File: src/rtl/fifo_ptr_pkg.sv
// rtl/fifo_ptr_pkg.sv - shared types and Gray/binary helpers for FIFO pointer logic
package fifo_ptr_pkg;

    typedef enum logic {
        SIDE_RD = 1'b0,
        SIDE_WR = 1'b1
    } fifo_side_e;

    localparam int DEF_ADDR_W = 4;

    // Helpers operate on a 32-bit container; zero-extended operands give the
    // correct result for any narrower pointer once truncated back.
    function automatic logic [31:0] bin2gray(input logic [31:0] b);
        return b ^ (b >> 1);
    endfunction

    function automatic logic [31:0] gray2bin(input logic [31:0] g);
        logic [31:0] b;
        b[31] = g[31];
        for (int i = 30; i >= 0; i--) begin
            b[i] = b[i+1] ^ g[i];
        end
        return b;
    endfunction

endpackage

File: src/rtl/gray_sync.sv
// rtl/gray_sync.sv - multi-flop synchroniser for a Gray-coded bus
module gray_sync #(
    parameter int WIDTH  = 5,
    parameter int STAGES = 2
) (
    input  logic             clk,
    input  logic             rst,
    input  logic [WIDTH-1:0] d,
    output logic [WIDTH-1:0] q
);

    logic [WIDTH-1:0] stage [STAGES];

    always_ff @(posedge clk) begin
        if (rst) begin
            for (int i = 0; i < STAGES; i++) begin
                stage[i] <= '0;
            end
        end else begin
            stage[0] <= d;
            for (int i = 1; i < STAGES; i++) begin
                stage[i] <= stage[i-1];
            end
        end
    end

    assign q = stage[STAGES-1];

endmodule

File: src/rtl/gray_fifo_ptr.sv
// rtl/gray_fifo_ptr.sv - one-side async FIFO pointer engine with full/empty, level and almost flags
module gray_fifo_ptr
    import fifo_ptr_pkg::*;
#(
    parameter int ADDR_W      = 4,
    parameter int SYNC_STAGES = 2,
    parameter int IS_WR       = 1,
    parameter int ALMOST_TH   = 2
) (
    input  logic              clk,
    input  logic              rst,
    input  logic              inc,
    input  logic [ADDR_W:0]   remote_gray,
    output logic [ADDR_W:0]   ptr_bin,
    output logic [ADDR_W:0]   ptr_gray,
    output logic [ADDR_W-1:0] addr,
    output logic              flag,
    output logic              almost,
    output logic [ADDR_W:0]   level
);

    localparam int PTR_W = ADDR_W + 1;
    localparam int DEPTH = 2 ** ADDR_W;
    localparam fifo_side_e SIDE = (IS_WR != 0) ? SIDE_WR : SIDE_RD;
    localparam logic FLAG_RST = (SIDE == SIDE_RD);

    logic [PTR_W-1:0] rsync;
    logic [PTR_W-1:0] rbin;
    logic [PTR_W-1:0] next_bin;
    logic [PTR_W-1:0] next_gray;
    logic [PTR_W-1:0] full_pat;
    logic [PTR_W-1:0] level_n;
    logic             accept;
    logic             flag_n;
    logic             almost_n;

    gray_sync #(
        .WIDTH  (PTR_W),
        .STAGES (SYNC_STAGES)
    ) u_sync (
        .clk (clk),
        .rst (rst),
        .d   (remote_gray),
        .q   (rsync)
    );

    // Flags compare the next local pointer against the synchronised remote one,
    // so a local accept and a remote update land in the same decision.
    always_comb begin
        accept    = inc & ~flag;
        next_bin  = ptr_bin + PTR_W'(accept);
        next_gray = PTR_W'(bin2gray(32'(next_bin)));
        rbin      = PTR_W'(gray2bin(32'(rsync)));
        full_pat  = {~rsync[PTR_W-1:PTR_W-2], rsync[PTR_W-3:0]};
        if (SIDE == SIDE_WR) begin
            flag_n   = (next_gray == full_pat);
            level_n  = next_bin - rbin;
            almost_n = (32'(level_n) >= 32'(DEPTH - ALMOST_TH));
        end else begin
            flag_n   = (next_gray == rsync);
            level_n  = rbin - next_bin;
            almost_n = (32'(level_n) <= 32'(ALMOST_TH));
        end
    end

    always_ff @(posedge clk) begin
        if (rst) begin
            ptr_bin  <= '0;
            ptr_gray <= '0;
            level    <= '0;
            flag     <= FLAG_RST;
            almost   <= FLAG_RST;
        end else begin
            ptr_bin  <= next_bin;
            ptr_gray <= next_gray;
            level    <= level_n;
            flag     <= flag_n;
            almost   <= almost_n;
        end
    end

    assign addr = ptr_bin[ADDR_W-1:0];

endmodule

File: config.mk
export PLATFORM = sky130hd
export DESIGN_NAME = gray_fifo_ptr
export DESIGN_NICKNAME = d
export VERILOG_FILES = /design/src/rtl/fifo_ptr_pkg.sv /design/src/rtl/gray_sync.sv /design/src/rtl/gray_fifo_ptr.sv
export SDC_FILE = /design/constraint.sdc
export NUM_CORES = 1
export LEC_CHECK = 0
export ABC_AREA = 0
export CAP_MARGIN = 20
export CORE_ASPECT_RATIO = 0.75
export CORE_UTILIZATION = 35
export DETAILED_ROUTE_END_ITERATION = 7
export PLACE_DENSITY_LB_ADDON = 0.1
export SYNTH_ARGS = -nofsm -noshare
export SYNTH_HDL_FRONTEND = slang
export SYNTH_SLANG_ARGS = --single-unit
File: constraint.sdc
create_clock -name clk -period 3 [get_ports clk]
set_input_delay 0.6 -clock clk [delete_from_list [all_inputs] [get_ports clk]]
set_output_delay 0.6 -clock clk [all_outputs]
set_load 0.05 [all_outputs]
Word-level counts from Yosys, hierarchy flattened
Memory sizes are Yosys's and may differ from the RTL's.
Cells that the tools add are included.
Word-level totals
  register bits after elaboration: 17
  RAM bits: 10
  input bits: 8
  output and inout bits: 21
  memories: 1
Operators by class
  add/sub/neg operators: 2
  $lt $le $gt $ge: 1
  equal/unequal tests: 1
  muxes and demuxes: 5
  bitwise operators: 10
Memory list
  u_sync.stage: depth 2, bits a word 5, read ports 2, clocked after Yosys merged registers in 0, write ports 2, line gray_sync.sv:12  | logic [WIDTH-1:0] stage [STAGES];
Operators by type and width (count)
  5-bit 2-to-1 mux: 2
  5-bit by 1-bit adder with 5-bit output: 1
  5-bit equality test: 1
  5-bit by 4-bit greater-or-equal comparator with 1-bit output (second input constant): 1
  5-bit subtractor: 1
  5-bit by 4-bit bitwise XOR with 5-bit output: 1
  1-bit bitwise XOR: 4
  1-bit 2-to-1 mux: 3
  2-bit inverter: 1
  1-bit bitwise OR: 2
  1-bit bitwise AND: 1
  1-bit inverter: 1

Longest topological paths before layout
Gate-level depths: netlist (run 1).
  depth in word-level cells: 6
  gate-level depth with buffers: 11
  mapped depth without buffers: 11

Modules after synthesis
A second synthesis (run 1) with hierarchy kept.
Second synthesis, totals
  cell total of the unflattened synthesis: 124
  area, all modules: 1251.2 um^2
By module, submodules not included
  gray_fifo_ptr: instances 1, cells an instance 99, area an instance 950.9 um^2, seq. area each 320.3 um^2
  gray_sync: instances 1, cells an instance 25, area an instance 300.3 um^2, seq. area each 200.2 um^2

Worst setup path after synthesis (run 1)
OpenSTA, ideal clock, no wires.
  path kind: register to register
  from: register flag
  to: register almost
  data arrival time: 2.442 ns
  data required time: 2.879 ns
  setup slack: 0.437 ns
  stages on the path, launching flop included: 12
  period minus slack after synthesis: 2.563 ns
  cell sequence: dfxtp_1 -> nor2b_1 -> ha_1 -> nand2_1 -> xor2_1 -> inv_1 -> ha_1 -> nor2b_1 -> o21ai_0 -> a21o_1 -> a21oi_1 -> o21bai_1
Between the ends
  word-level cells in the longest chain between the ends: 5
RTL lines
  from (decl): line gray_fifo_ptr.sv:17  | output logic flag,
  from (signal assigned): line gray_fifo_ptr.sv:77  | flag <= flag_n;
  1-bit inverter: line gray_fifo_ptr.sv:50  | accept = inc & ~flag;
  1-bit bitwise AND: line gray_fifo_ptr.sv:50
  5-bit by 1-bit adder with 5-bit output: line gray_fifo_ptr.sv:51  | next_bin = ptr_bin + PTR_W'(accept);
  via next_bin[2]: line gray_fifo_ptr.sv:29  | logic [PTR_W-1:0] next_bin;
  5-bit subtractor: line gray_fifo_ptr.sv:57  | level_n = next_bin - rbin;
  5-bit by 4-bit greater-or-equal comparator with 1-bit output: line gray_fifo_ptr.sv:58  | almost_n = (32'(level_n) >= 32'(DEPTH - ALMOST_TH));
  to (signal assigned): line gray_fifo_ptr.sv:78  | almost <= almost_n;
  to (decl): line gray_fifo_ptr.sv:18  | output logic almost,
The timed path passes the listed nets, and every way through them passes these cells.
A chain may end at the register's enable or synchronous reset.

Worst setup path in the final report (run 1)
  from: input port inc
  to: register almost
Between the ends
  word-level cells in the longest chain between the ends: 4
RTL lines
  from (decl): line gray_fifo_ptr.sv:12  | input logic inc,
  1-bit bitwise AND: line gray_fifo_ptr.sv:50
  5-bit by 1-bit adder with 5-bit output: line gray_fifo_ptr.sv:51
  via next_bin[3]: line gray_fifo_ptr.sv:29
  5-bit subtractor: line gray_fifo_ptr.sv:57
  5-bit by 4-bit greater-or-equal comparator with 1-bit output: line gray_fifo_ptr.sv:58
The timed path passes the listed nets, and every way through them passes these cells.

==> reports/qor.txt, run 1 <==
syn_nets - 129
R2R depth - 11
hold path start - u_sync.stage[0][4]
clock latency on the worst-skew pair - 260 ps
drt first-iter violations - 25
DRC errors left - 0
Layout area overhead - 33.2%
Slew headroom - 66.7%
# diodes - 0
Post-CTS Resized - 0
first-pass GRT wire length - 2.97 mm
synthesized cell area - 0.00113 mm^2
initial antenna violation count - 0
startpoint types - input pin
slowest stage delay, CP - 450 ps
r2r endpoint - almost
Core Area - 0.00300 mm^2
RSZ-0062 raised after global routing - false
leakage - 0.615 nW
Synth warnings - 0
Crit Path Max Fanout - 4
nets@finish - 160
Synth Instances - 114
Worst VDD drop - 0.344 mV
hpwl dp - 1.38 mm
via count - 777
Sink Count - 26
number of global-route vias before repair - 665
CTS tree - yes
Hold Worst Slack - 440 ps
P per Cell Area - 597 mW/mm^2
Overflow after GRT - 0
Port Buffers - 28
Fin Clk Skew - 1.41 ps
post-DR wirelength/cell - 9.63 um
status - finished clean
Worst Path Required - 3200 ps
chip height - 51.2 um
number of detailed-route iterations in the first pass - 2
Least-Margin Pin Slew - 497 ps
# IOs - 29
synth unique cells - 24
register bit total from synthesis - 26
register area share after synthesis - 46.0%
Initial Util - 37.7%
worst path cell trace - clkdlybuf4s50_1 > nor2b_1 > ha_1 > nand3_1 > xor2_1 > inv_1 > ha_1 > o21ai_0 > a21o_1 > a21oi_1 > o21bai_1
register area - 520 um^2
post-place setup slack - -2.46 ps
Critical Path End Type - flip-flop
vias per cell - 4.27
RePlAce Congestion - 0.761
layout cells sized above 1 - 8.33%
post-route setup slack - 255 ps
htree depth - 1
Post-DRT Antenna Nets - 0
FF-to-FF setup slack - 430 ps
Util after Layout - 50.2%
Multi-input gate area - 536 um^2
CTS max path bufs - 2
Setup CP Type - input pin to flip-flop
Total Routing Usage GR - 11.8%
commonest non-fill, non-tap cell in the layout - clkdlybuf4s50_1
Min-Delay Path Class - flip-flop to flip-flop
CTS Buf Count - 3
syn avg cell area - 9.92 um^2
setup bufs post-CTS - 0
Tcrit/Tclk final - 91.5%
Fmax achieved - 0.364 GHz
Slew Limit Fails - 0
Final Hold Fails - 0
Worst-path clk slew - 80 ps
pin count of the biggest net entering global routing - 16
Die W - 67.6 um
Final setup viols - 0
Hold Buf Count CTS - 0
Tmin final - 2750 ps
Hold Path Cell Cnt - 1
FF-to-FF Start - u_sync.stage[0][9]
most used cell, CP - ha_1
Max Cap Viol - 0
DIE AREA - 0.00347 mm^2
Worst EP arrival - 2950 ps
most frequent cells in the layout - clkdlybuf4s50_1 (28), dfxtp_1 (26), nor2_1 (13)
final wirelength - 1.75 mm
Crit-path slowest cell - clkdlybuf4s50_1
Rows - 17
Hold EP - u_sync.stage[0][9]
Root Driver - clkbuf_8
fillers - 278
total power - 0.899 mW
==> cells by family (layout without fill, tap and decap cells) <==
| kind of cell | Yosys count | in the layout | share of synthesized area [%] |
|---|---|---|---|
| AND/OR/NAND/NOR | 35 | 35 | 15.9 |
| multiplexers | 1 | 1 | 0.885 |
| adder cells (fa/ha/maj) | 7 | 7 | 8.41 |
| AO/OA/AOI/OAI | 10 | 10 | 5.31 |
| buffers and inverters | 15 | 45 | 6.64 |
| XOR/XNOR | 20 | 20 | 16.8 |
| flip-flops | 26 | 26 | 46.0 |
==> metrics by stage <==
step	instance area [um^2]	instances	TNS, ps
floorplan	1130	114	0
global placement	1450	178	0
detailed placement	1450	178	-2.46
CTS	1510	182	0
global route	1510	182	0
finish	1510	182	0
==> layer usage <==
metal | GRT usage [%] | routed length, um
met1 | 15.0 | 872
met2 | 18.2 | 776
met3 | 4.69 | 91
met4 | 3.19 | 12
met5 | 0 | 0
==> layout make-up <==
type                       instances  share of cell area, %
timing repair buffer              33                   21.1
tap                               38                   3.16
sequential                        26                   34.6
clock buffer                       4                   3.65
multi-input combinational         73                   35.5
inverter                           8                   1.99
==> cells in the mapped netlist, drive strengths merged <==
master  instances  area (um^2)
nand2           3         11.3
xnor2          12          120
xor2            8         70.1
dfxtp          26          521
clkbuf          2         7.51
ha              6         75.1
mux2i           1         10.0
o21bai          1         7.51
nand4           1         6.26
nand2b          1         6.26
nor3            1         10.0
fa              1         20.0
buf             5         37.5
and2            1         6.26
o211ai          1         7.51
a21o            2         15.0
o21ai           1         5.00
nor2           13         48.8
or3             1         6.26
a21oi           5         25.0
nand3           2         10.0
nor2b          12         75.1
inv             8         30.0
==> how the worst max path moves through the flow <==
stage	from	end	depth (start not counted)
finish	inc	almost	11
global route	inc	almost	11
CTS	inc	almost	11
detailed placement	inc	almost	11
global placement	inc	almost	11
floorplan	flag	almost	11
==> critical path: cells and delay by family <==
family                   cells  cell delay (ps)
AND/OR/NAND/NOR              2              320
buffers and inverters        2              560
XOR/XNOR                     1              320
adder cells (fa/ha/maj)      2              580
AO/OA/AOI/OAI                4              570
==> sequential cells by signal, summed over array words and instances, names as in the netlist <==
name,flops
almost,1
flag,1
ptr_bin,5
level,5
ptr_gray,4
u_sync.stage,10
==> power breakdown <==
group,switching [mW],total [mW],internal (mW)
Combinational,0.176,0.292,0.117
Clock,0.101,0.218,0.117
Sequential,0.0120,0.388,0.377
Note: power is estimated with default switching activity, not from simulation.
==> run 2, diff against run 1 <==
Settings changed: SYNTH_HIERARCHICAL set to 1.
==> reports/qor.txt, run 2 <==
CP top delay family - simple AND/OR/NAND/NOR gates
Final setup viols - 0
# diodes - 0
DRC errors left - 6
RePlAce Congestion - 0.760
fillers - 338
Post-CTS Resized - 0
Slew Limit Fails - 0
number of detailed-route iterations in the first pass - 6
most used cell, CP - ha_1
vias per cell - 4.50
initial antenna violation count - 0
CTS Buf Count - 3
Setup CP Type - input pin to flip-flop
failing checks - design-rule violations
Fin Clk Skew - 1.91 ps
Most flops, register - u_sync/stage
Worst EP arrival - 2930 ps
# IOs - 29
post-DR wirelength/cell - 11.1 um
Layout area overhead - 27.3%
drt first-iter violations - 28
CTS max path bufs - 2
RSZ-0062 raised after global routing - false
Synth Area in Compound Gates - 4.30%
nets@finish - 168
Yosys top cell by area - dfxtp_1
P per Cell Area - 561 mW/mm^2
startpoint types - input pin
Initial Util - 37.3%
final wirelength - 2.13 mm
register area share after synthesis - 41.6%
Overflow after GRT - 0
Worst Path Required - 3160 ps
pin count of the biggest net entering global routing - 26
Synth warnings - 6
Total Routing Usage GR - 12.6%
leakage - 0.666 nW
Rows - 18
Slew headroom - 66.3%
Util after Layout - 47.5%
Min-Delay Path Class - flip-flop to flip-flop
Core Area - 0.00336 mm^2
Post-DRT Antenna Nets - 0
GRT Max-Usage Layer - met2
Die W - 71.0 um
Least-Margin Pin Slew - 504 ps
buffers and inverters on the worst path - 2
Yosys top cell area share - 41.6%
number of global-route vias before repair - 800
Synth Area in XOR/XNOR - 16.8%
clock latency on the worst-skew pair - 260 ps
most common cell in the synthesized netlist - dfxtp_1
Root Driver - clkbuf_8
Sink Count - 26
met3 global-route usage - 4.31%
syn avg cell area - 10.1 um^2
DIE AREA - 0.00382 mm^2
chip height - 53.8 um
DP Area - 0.00155 mm^2
via count - 859
Final Hold Fails - 0
Critical Path End Type - flip-flop
Fmax achieved - 0.361 GHz
total power - 0.893 mW
CTS tree - yes
commonest non-fill, non-tap cell in the layout - clkdlybuf4s50_1
Post-synth EDFFs - 0
largest registers - u_sync/stage (10), level (5), ptr_bin (5)
layout cells sized above 1 - 11.3%
Worst-path clk slew - 80 ps
GR Util met2 - 19.9%
Synth Instances - 124
Hold Worst Slack - 441 ps
slowest stage delay, CP - 450 ps
Max Cap Viol - 0
commonest cells in the synthesized netlist - dfxtp_1 (26), nor2_1 (14), nor2b_1 (13)
largest family of logic cells by synthesized area - simple AND/OR/NAND/NOR gates
Largest register FFs - 10
ys async rst share - 0%
Design Area, Final - 0.00159 mm^2
setup bufs post-CTS - 0
synthesized cell area - 0.00125 mm^2
register bit total from synthesis - 26
Tmin final - 2770 ps
leading post-synthesis cells by cell area - dfxtp_1 (42%), buf_4 (7.2%), xnor2_1 (7.0%)
Adder-Cell Fraction of Synth Area - 7.60%
mux cell area share after synthesis - 0%
synth unique cells - 32
Crit-path slowest cell - clkdlybuf4s50_1
Tcrit/Tclk final - 92.3%
Hold Buf Count CTS - 0
met1 global-route usage - 17.2%
Port Buffers - 28
htree depth - 1
status - finished, violations left
Crit Path Max Fanout - 6
most frequent cells in the layout - clkdlybuf4s50_1 (28), dfxtp_1 (26), nor2_1 (14)
TNS Setup - 0 ps
Worst VDD drop - 0.350 mV
hpwl dp - 1.62 mm
first-pass GRT wire length - 3.67 mm
post-synthesis simple-gate area fraction - 19.5%
Synth Flop Type - dfxtp_1
worst path cell trace - clkdlybuf4s50_1 > nor2b_1 > ha_1 > nand3_1 > xor2_1 > inv_1 > ha_1 > or3_1 > and3b_1
syn_nets - 139
run 2: changes by cell type after synthesis, sizes merged, moves of 2 or more:
cell	delta
a21oi	-3
inv	-2
a21boi	+2
buf	+8
run 2: final timing paths:
kind,start,depth (start not counted),endpoint,slack [ps]
worst max-delay path,inc,9,level[3],230
worst min register to register,u_sync/stage[0][4],1,u_sync/stage[0][9],440
worst max register to register,u_sync/stage[0][9],11,almost,410
worst min-delay path,u_sync/stage[0][4],1,u_sync/stage[0][9],440
run 2: layout make-up:
type                    count  area [um^2]  area share, %
flip-flops and latches     26          520           32.7
multi-input cells          78          603           37.9
clock buffers               3         41.3           2.59
well taps                  40         50.0           3.14
repair buffers             38          355           22.3
inverters                   6         22.5           1.41
run 2: metal layers:
layer / wire (um) / vias to the layer above
met3: 129 / 2
met1: 1100 / 392
met4: 10 / 0
met5: 0 / -
li1: - / 439
met2: 882 / 26
run 2: report_power, final:
group / internal (mW) / switching, mW
Clock: 0.0897 / 0.0946
Combinational: 0.133 / 0.184
Sequential: 0.376 / 0.0156
Total: 0.599 / 0.294
run 2: logic make-up (layout without fill, tap and decap cells):
family,Yosys count,in the layout
buffers and inverters,20,47
AND/OR/NAND/NOR,42,42
AO/OA/AOI/OAI,8,8
adder cells (fa/ha/maj),7,7
XOR/XNOR,21,21
flip-flops,26,26
run 2: stage by stage:
stage	setup WS, ps	cells
3_5_place_dp	-40.7	188
5_1_grt	71.1	191
3_3_place_gp	-49.1	188
4_1_cts	217	191
2_1_floorplan	466	124
6_report	231	191
run 2: worst register-to-register path: stages (launching register included):
cell     delay (ps)
dfxtp_1         330
xnor2_1         270
xor2_1          260
xor2_1          320
xnor2_1         170
ha_1            210
fa_1            210
inv_1            50
a21o_1          170
a21oi_1         170
xor2_1          230
a21oi_1          90
==> run 3, diff against run 2 <==
Settings changed: CTS_CLUSTER_SIZE set to 8, SETUP_SLACK_MARGIN set to 0.1, TNS_END_PERCENT set to 30.
==> reports/qor.txt, run 3 (synthesized netlist as in run 2, its figures left out) <==
status - finished, violations left
failing checks - design-rule violations
layout cells sized above 1 - 11.9%
Largest register FFs - 10
Rows - 18
first-pass GRT wire length - 3.67 mm
Tcrit/Tclk final - 92.2%
CTS Buf Count - 3
via count - 860
leakage - 0.664 nW
# IOs - 29
DIE AREA - 0.00382 mm^2
Sink Count - 26
# diodes - 0
Min-Delay Path Class - flip-flop to flip-flop
Root Driver - clkbuf_8
drt first-iter violations - 27
Multi-input gate area - 606 um^2
final wirelength - 2.13 mm
Most flops, register - u_sync/stage
Critical Path End Type - flip-flop
pin count of the biggest net entering global routing - 26
Tmin final - 2770 ps
Max Cap Viol - 0
Worst EP arrival - 2910 ps
Slew Limit Fails - 0
RePlAce Congestion - 0.760
combinational share of power - 35.5%
Least-Margin Pin Slew - 504 ps
Overflow after GRT - 0
setup bufs post-CTS - 0
Fin Clk Skew - 1.91 ps
Util after Layout - 47.5%
nets@finish - 168
fillers - 339
Initial Util - 37.3%
hpwl dp - 1.62 mm
htree depth - 1
Die W - 71.0 um
Layout area overhead - 27.5%
vias per cell - 4.50
Slew headroom - 66.3%
power share of the clock group - 20.6%
Worst VDD drop - 0.350 mV
commonest non-fill, non-tap cell in the layout - clkdlybuf4s50_1
clock latency on the worst-skew pair - 260 ps
DRC errors left - 6
sequential share of power - 43.8%
Port Buffers - 28
Post-DRT Antenna Nets - 0
Worst Path Required - 3150 ps
Total Routing Usage GR - 12.6%
Final Hold Fails - 0
Setup CP Type - input pin to flip-flop
P per Cell Area - 560 mW/mm^2
Final setup viols - 0
startpoint types - input pin
CTS max path bufs - 2
post-DR wirelength/cell - 11.2 um
number of global-route vias before repair - 800
Worst-path clk slew - 80 ps
Fmax achieved - 0.362 GHz
chip height - 53.8 um
number of detailed-route iterations in the first pass - 6
Core Area - 0.00336 mm^2
Net Switching - 0.294 mW
Power Internal - 0.599 mW
largest registers - u_sync/stage (10), level (5), ptr_bin (5)
most frequent cells in the layout - clkdlybuf4s50_1 (28), dfxtp_1 (26), nor2_1 (14)
register area - 520 um^2
total power - 0.893 mW
CTS tree - yes
RSZ-0062 raised after global routing - true
Crit Path Max Fanout - 3
Sw Ratio - 32.9%
initial antenna violation count - 0
## run 3: cell types whose count changed in the layout (fill, tap and decap cells not counted)
cell,change
ha_1,-1
ha_2,+1
## run 3: worst paths after layout
check        slack (ps)  cells past startpoint               start                 end
max reg2reg         410                     11  u_sync/stage[0][9]              almost
max                 230                     12                 inc              almost
min                 440                      1  u_sync/stage[0][4]  u_sync/stage[0][9]
min reg2reg         440                      1  u_sync/stage[0][4]  u_sync/stage[0][9]
## run 3: layer usage
metal	up-vias	wire [um]	global-route usage [%]
met1	393	1110	17.2
met5	-	0	0
li1	439	-	-
met4	0	10	2.00
met3	2	129	4.31
met2	26	885	19.9
## run 3: what timing repair did
item                                    CTS  global route
gates resized for setup                   0             1
hold endpoints to repair                  0             0
hold buffers                              0             0
endpoints found under the setup margin    0             2
## run 3: layout make-up
type	instances	share of cell area, %
repair buffers	38	22.3
well taps	40	3.14
inverters	6	1.41
flip-flops and latches	26	32.6
clock buffers	3	2.59
multi-input cells	78	38.0
## run 3: stage by stage
stage | setup WS, ps | hold WS [ps] | cell area, um^2 | TNS (ps) | std cells
after global routing | 73.4 | 458 | 1600 | 0 | 191
after CTS | 217 | 443 | 1590 | 0 | 191
after detailed placement | -40.7 | 424 | 1550 | -58.3 | 188
after global placement | -49.1 | 418 | 1550 | -73.5 | 188
after floorplan | 466 | 414 | 1250 | 0 | 124
final | 234 | 441 | 1600 | 0 | 191
## run 3: power by group through the flow
stage | logic, mW | registers (mW) | clock network [mW]
finish | 0.318 | 0.391 | 0.184
global route | 0.342 | 0.396 | 0.205
CTS | 0.319 | 0.392 | 0.194
detailed placement | 0.316 | 0.400 | 0
global placement | 0.319 | 0.399 | 0
floorplan | 0.140 | 0.480 | 0
## run 3: critical path: stages
cell	delay, ps
clkdlybuf4s50_1	450
nor2b_1	190
buf_4	140
ha_1	170
nand2_1	70
xor2_1	230
inv_1	80
ha_1	330
a21o_1	170
a21oi_1	170
xor2_1	230
a21oi_1	90
